File: config.mk
export PLATFORM = sky130hd
export DESIGN_NAME = sobel_edge_stream
export DESIGN_NICKNAME = d
export VERILOG_FILES = /design/src/rtl/sobel_edge_stream_pkg.sv /design/src/rtl/sobel_edge_stream_line_buffer.sv /design/src/rtl/sobel_edge_stream.sv
export SDC_FILE = /design/constraint.sdc
export NUM_CORES = 1
export LEC_CHECK = 0
export ABC_AREA = 0
export CORE_ASPECT_RATIO = 1.4
export CORE_UTILIZATION = 63
export DETAILED_ROUTE_END_ITERATION = 12
export PLACE_DENSITY = 0.86
export SYNTH_ARGS = -nofsm -noshare
export SYNTH_HDL_FRONTEND = slang
export SYNTH_SLANG_ARGS = --single-unit
File: constraint.sdc
create_clock -name clk -period 9.14 [get_ports clk]
set_input_delay 0.914 -clock clk [delete_from_list [all_inputs] [get_ports clk]]
set_output_delay 0.914 -clock clk [all_outputs]
set_load 0.05 [all_outputs]
File: src/rtl/sobel_edge_stream_pkg.sv
// sobel_pkg: pixel, gradient and magnitude types for the default 8-bit pixel,
// plus the saturating clamp used to fit a Sobel magnitude back into a pixel.
package sobel_pkg;

    localparam int PIX_W_DEF = 8;

    typedef logic [PIX_W_DEF-1:0]        pix_t;
    typedef logic signed [PIX_W_DEF+3:0] grad_t;
    typedef logic [PIX_W_DEF+2:0]        mag_t;

    function automatic logic [31:0] sat_u(input logic [31:0] v, input int w);
        logic [31:0] m;
        m = (32'd1 << w) - 32'd1;
        return (v > m) ? m : v;
    endfunction

endpackage

File: src/rtl/sobel_edge_stream_line_buffer.sv
// line_buffer: one image row of pixels; combinational read of the old entry and
// write of the new one at the same index on each enabled cycle.
module line_buffer
    import sobel_pkg::*;
#(
    parameter int DEPTH = 10,
    parameter int W     = PIX_W_DEF,
    parameter int AW    = 4
) (
    input  logic          clk,
    input  logic          reset,
    input  logic          en,
    input  logic [AW-1:0] idx,
    input  logic [W-1:0]  wdata,
    output logic [W-1:0]  rdata
);

    logic [W-1:0] mem_q [DEPTH];
    logic [W-1:0] mem_d [DEPTH];

    assign rdata = mem_q[idx];

    always_comb begin
        mem_d = mem_q;
        if (en) mem_d[idx] = wdata;
    end

    always_ff @(posedge clk or posedge reset) begin
        if (reset) mem_q <= '{default: '0};
        else       mem_q <= mem_d;
    end

endmodule

File: src/rtl/sobel_edge_stream.sv
// sobel_edge_stream: raster-order 3x3 Sobel edge detector with two row buffers,
// saturating or thresholded output, and centre coordinates of every result.
module sobel_edge_stream
    import sobel_pkg::*;
#(
    parameter  int PIX_W = PIX_W_DEF,
    parameter  int IMG_W = 10,
    parameter  int IMG_H = 10,
    localparam int CW    = $clog2(IMG_W > IMG_H ? IMG_W : IMG_H)
) (
    input  logic             clk,
    input  logic             reset,
    input  logic [PIX_W-1:0] pixel_input,
    input  logic             pixel_valid,
    input  logic             pixel_sof,
    input  logic             thresh_en,
    input  logic [PIX_W-1:0] threshold,
    output logic [PIX_W-1:0] edge_output,
    output logic             edge_output_valid,
    output logic [CW-1:0]    edge_row,
    output logic [CW-1:0]    edge_col,
    output logic             frame_done
);

    localparam int GW = PIX_W + 4;
    localparam int MW = PIX_W + 3;

    logic [CW-1:0]        row_q, row_d, col_q, col_d, cur_row, cur_col;
    logic [CW-1:0]        erow_q, erow_d, ecol_q, ecol_d;
    logic [PIX_W-1:0]     win_q [3][3];
    logic [PIX_W-1:0]     win_d [3][3];
    logic [PIX_W-1:0]     lb0_rd, lb1_rd, edge_q, edge_d;
    logic                 valid_q, valid_d, done_q, done_d;
    logic                 last_col, last_row, complete;
    logic signed [GW-1:0] sum_l, sum_r, sum_t, sum_b, gx, gy;
    logic [MW-1:0]        mag;

    // lb0 holds row r-1, lb1 holds row r-2; lb1 is fed by what lb0 is evicting
    line_buffer #(.DEPTH(IMG_W), .W(PIX_W), .AW(CW)) u_lb0 (
        .clk(clk), .reset(reset), .en(pixel_valid), .idx(cur_col),
        .wdata(pixel_input), .rdata(lb0_rd)
    );

    line_buffer #(.DEPTH(IMG_W), .W(PIX_W), .AW(CW)) u_lb1 (
        .clk(clk), .reset(reset), .en(pixel_valid), .idx(cur_col),
        .wdata(lb0_rd), .rdata(lb1_rd)
    );

    always_comb begin
        cur_row  = pixel_sof ? '0 : row_q;
        cur_col  = pixel_sof ? '0 : col_q;
        last_col = cur_col == CW'(IMG_W - 1);
        last_row = cur_row == CW'(IMG_H - 1);
        col_d    = !pixel_valid ? col_q : last_col ? '0 : cur_col + 1'b1;
        row_d    = !pixel_valid ? row_q : !last_col ? cur_row : last_row ? '0 : cur_row + 1'b1;
        win_d    = win_q;
        if (pixel_valid) begin
            for (int i = 0; i < 3; i++) begin
                win_d[i][0] = win_q[i][1];
                win_d[i][1] = win_q[i][2];
            end
            win_d[0][2] = lb1_rd;
            win_d[1][2] = lb0_rd;
            win_d[2][2] = pixel_input;
        end
        // gradients are taken on the window as it will look after this accept
        sum_l    = GW'(win_d[0][0]) + GW'({win_d[1][0], 1'b0}) + GW'(win_d[2][0]);
        sum_r    = GW'(win_d[0][2]) + GW'({win_d[1][2], 1'b0}) + GW'(win_d[2][2]);
        sum_t    = GW'(win_d[0][0]) + GW'({win_d[0][1], 1'b0}) + GW'(win_d[0][2]);
        sum_b    = GW'(win_d[2][0]) + GW'({win_d[2][1], 1'b0}) + GW'(win_d[2][2]);
        gx       = sum_r - sum_l;
        gy       = sum_b - sum_t;
        mag      = MW'(gx[GW-1] ? -gx : gx) + MW'(gy[GW-1] ? -gy : gy);
        complete = pixel_valid && cur_row >= CW'(2) && cur_col >= CW'(2);
        edge_d   = !complete ? edge_q
                 : thresh_en ? {PIX_W{mag >= MW'(threshold)}}
                 : PIX_W'(sat_u(32'(mag), PIX_W));
        valid_d  = complete;
        erow_d   = complete ? cur_row - 1'b1 : erow_q;
        ecol_d   = complete ? cur_col - 1'b1 : ecol_q;
        done_d   = pixel_valid && last_row && last_col;
    end

    always_ff @(posedge clk or posedge reset) begin
        if (reset) begin
            row_q   <= '0;
            col_q   <= '0;
            win_q   <= '{default: '0};
            edge_q  <= '0;
            valid_q <= 1'b0;
            erow_q  <= '0;
            ecol_q  <= '0;
            done_q  <= 1'b0;
        end else begin
            row_q   <= row_d;
            col_q   <= col_d;
            win_q   <= win_d;
            edge_q  <= edge_d;
            valid_q <= valid_d;
            erow_q  <= erow_d;
            ecol_q  <= ecol_d;
            done_q  <= done_d;
        end
    end

    assign edge_output       = edge_q;
    assign edge_output_valid = valid_q;
    assign edge_row          = erow_q;
    assign edge_col          = ecol_q;
    assign frame_done        = done_q;

endmodule

==> results.tsv <==
stage	metric	value	unit
finish	antenna cell count	0	
setup_path	CP Max Fanout	23	
flow_run	Max Cap Viol	0	
clock_network	clk buf depth	3	
setup_path	reg2reg end	edge_output[1]	
synth	leading post-synthesis cells by cell area	dfrtp_1 44%, fa_1 8.6%, mux2_2 7.0%	
clock_network	CTS clock-pin slew for the worst setup and hold paths	0.06	ns
drt	Iter 0 DRT Violations	945	
timing	Tcrit/Tclk final	96.55	%
die	die height	182.4	um
setup_path	most used cell along the critical path	fa_1	
timing	Final Setup Violations	0	
global_routing	total gr overflow	0	
clock_network	total CTS buffers	25	
global_routing	vias in the first global route	11650	
global_routing	Overall Global Routing Usage	31.60	%
die	core area	0.02269	sq mm
synth	Synth Area in Compound Gates	12.07	%
finish	FF/Latch Area	0.006457	sq mm
synth	Post-synth EDFFs	0	
place	dpl ws	-0.07706	ns
synth	main combinational cell family by area after synthesis	adder cells	
hold_path	hold path startpoint	edge_row[3]	
clock_network	H-tree levels	1	
synth	Adder-Cell Fraction of Synth Area	13.14	%
timing	Final min period	8.824	ns
timing	RSZ-0062 raised after global routing	no	
clock_network	Post-CTS Setup Bufs	0	
die	die area	0.02387	sq mm
setup_path	Reg2Reg Depth	32	
timing	Clock Skews	0.02216	ns
global_routing	initial antenna violation count	0	
finish	fillers	1515	
synth	Cell Area, Synth	0.01465	sq mm
clock_network	clock sink count	258	
synth	syn nets	1589	
timing	worst-margin pin slew	0.8821	ns
finish	fraction of layout cells with a size suffix above 1	14.19	%
hold_path	Hold Crit Class	reg -> reg	
die	# rows	65	
die	Initial Util	64.56	%
clock_network	later-pin clock latency in the skew report	0.55	ns
place	placed cell count	1750	
global_routing	largest net degree at the start of global routing	121	
synth	post-synth top area share	44.07	%
timing	normalized max-slew margin	41.19	%
setup_path	worst r2r src	col_q[1]	
finish	# nets final	1613	
global_routing	first-pass GRT wire length	57.85	mm
setup_path	Slowest cell on crit path	fa_1	
clock_network	post-CTS resize count	0	
synth	Synth Area in Simple Gates	11.60	%
timing	Pins Over Slew Limit	0	
status	outcome	complete, no violations	
setup_path	Worst R2R Setup Slack	0.76	ns
clock_network	Root Driver	clkbuf_16	
finish	most frequent cells in the layout	257 x dfrtp_1, 141 x inv_1, 134 x nor2_1	
synth	unique cell type count in the Yosys netlist	57	
drt	drt pass-1 iters	6	
finish	Layout Cells excl Fill	1795	
hold_path	hold path cells	2	
hold_path	Worst Hold Path EP	edge_row[3]	
finish	multi-input logic area	0.007348	sq mm
synth	register area share after synthesis	44.07	%
place	Port-buffer cells	38	
synth	Synth Area per Inst	10.09	sq um
timing	Setup TNS	0	ns
setup_path	startpoint types	primary input	
drt	total wire length	35.35	mm
clock_network	CTS tree	built	
drt	wire per inst	19.69	um
setup_path	CP peak stage delay	0.57	ns
setup_path	critical path class	in -> reg	
synth	Async S/R FF share, synth	100.0	%
timing	WHS	0.4758	ns
drt	vias per inst	6.105	
die	IO Count	39	
synth	Syn. warnings	0	
timing	final hold violation count	0	
timing	fmax	0.1133	GHz
setup_path	WP data arrival	9.24	ns
drt	remaining antenna violation count	0	
synth	Cells after Synth	1452	
synth	#FFs+latches synth	258	
drt	routed vias	10960	
die	Horiz. Die Dim	130.9	um
place	GPL Wtd Cong	0.9092	
synth	Synth Flop Type	dfrtp_1	
drt	DRC Markers	0	
setup_path	Worst setup EP type	flop	
finish	Syn-to-layout area delta	11.61	%
synth	post-synth top area cell	dfrtp_1	
timing	worst setup margin	0.3157	ns
finish	commonest non-fill, non-tap cell in the layout	dfrtp_1	
setup_path	Critical Path RT	9.55	ns
synth	xor/xnor cell area share of the yosys netlist	2.383	%
place	hpwl dp	24.55	mm
synth	mux contribution to synthesized area	10.69	%
setup_path	Worst setup startpoint	pixel_sof	
clock_network	hold buffer count at CTS	0	
==> stage by stage <==
| stage | utilization (%) | area, sq um |
|---|---|---|
| 2_1_floorplan | - | 14650 |
| 3_3_place_gp | 68.19 | 15470 |
| 3_5_place_dp | 68.19 | 15470 |
| 4_1_cts | 72.04 | 16350 |
| 5_1_grt | 72.05 | 16350 |
| 6_report | 72.05 | 16350 |
==> registers in the layout (all words and copies together) (netlist names) <==
register and count:
u_lb0.mem_q 80, u_lb1.mem_q 80, win_q 72, edge_output 8, col_q 4, edge_col 4, edge_row 4, row_q 4
edge_output_valid 1, frame_done 1
==> synth_stat cells (28+ instances only) <==
cell	n
a211oi_1	34
a21oi_1	118
a311oi_1	28
clkbuf_1	66
dfrtp_1	258
fa_1	63
ha_1	53
inv_1	143
mux2_2	91
mux2i_1	45
nand2_1	129
nor2_1	142
nor2b_1	36
nor3_1	32
o21ai_0	29
==> routing by layer <==
layer  global-route usage, %  share of wire [%]
met1                   37.13                 37
met5                       0                  0
met4                   20.37                6.3
met3                   3.723                5.1
met2                   54.18                 52
==> cell families (layout without fill, tap and decap cells) <==
kind of cell,Yosys count,in the layout
and+or+nand+nor,384,384
AOI/OAI and AO/OA,277,277
DFF,258,258
buffers and inverters,235,277
muxes,144,144
adders and majority gates,116,116
xor gates and xnor gates,38,38
==> layout make-up <==
class | instances | share of cell area [%]
inverter | 150 | 3.505
tap | 301 | 2.304
timing repair buffer | 82 | 4.408
multi-input combinational | 959 | 44.95
sequential | 258 | 39.50
clock inverter | 18 | 1.408
clock buffer | 27 | 3.934
==> worst max path at each step <==
stage                                end  slack [ns]  depth (start not counted)
after floorplan           edge_output[2]        1.09                         32
after global placement    edge_output[6]        0.18                         30
after detailed placement  edge_output[1]       -0.08                         31
after CTS                 edge_output[1]        0.34                         32
after global routing      edge_output[7]        0.02                         30
final                     edge_output[1]        0.32                         32
==> worst max-delay path: cells and delay by family <==
kind            cells  cell delay, ns
compound gates     13            2.60
xor+xnor            1            0.22
fa+ha+maj           7            2.72
buf+inv             5            1.06
mux                 1            0.39
simple gates        5            1.32
Power is left out: the tool's default activity adds up to more than one toggle a clock period on the data nets, which glitch-free logic cannot reach.
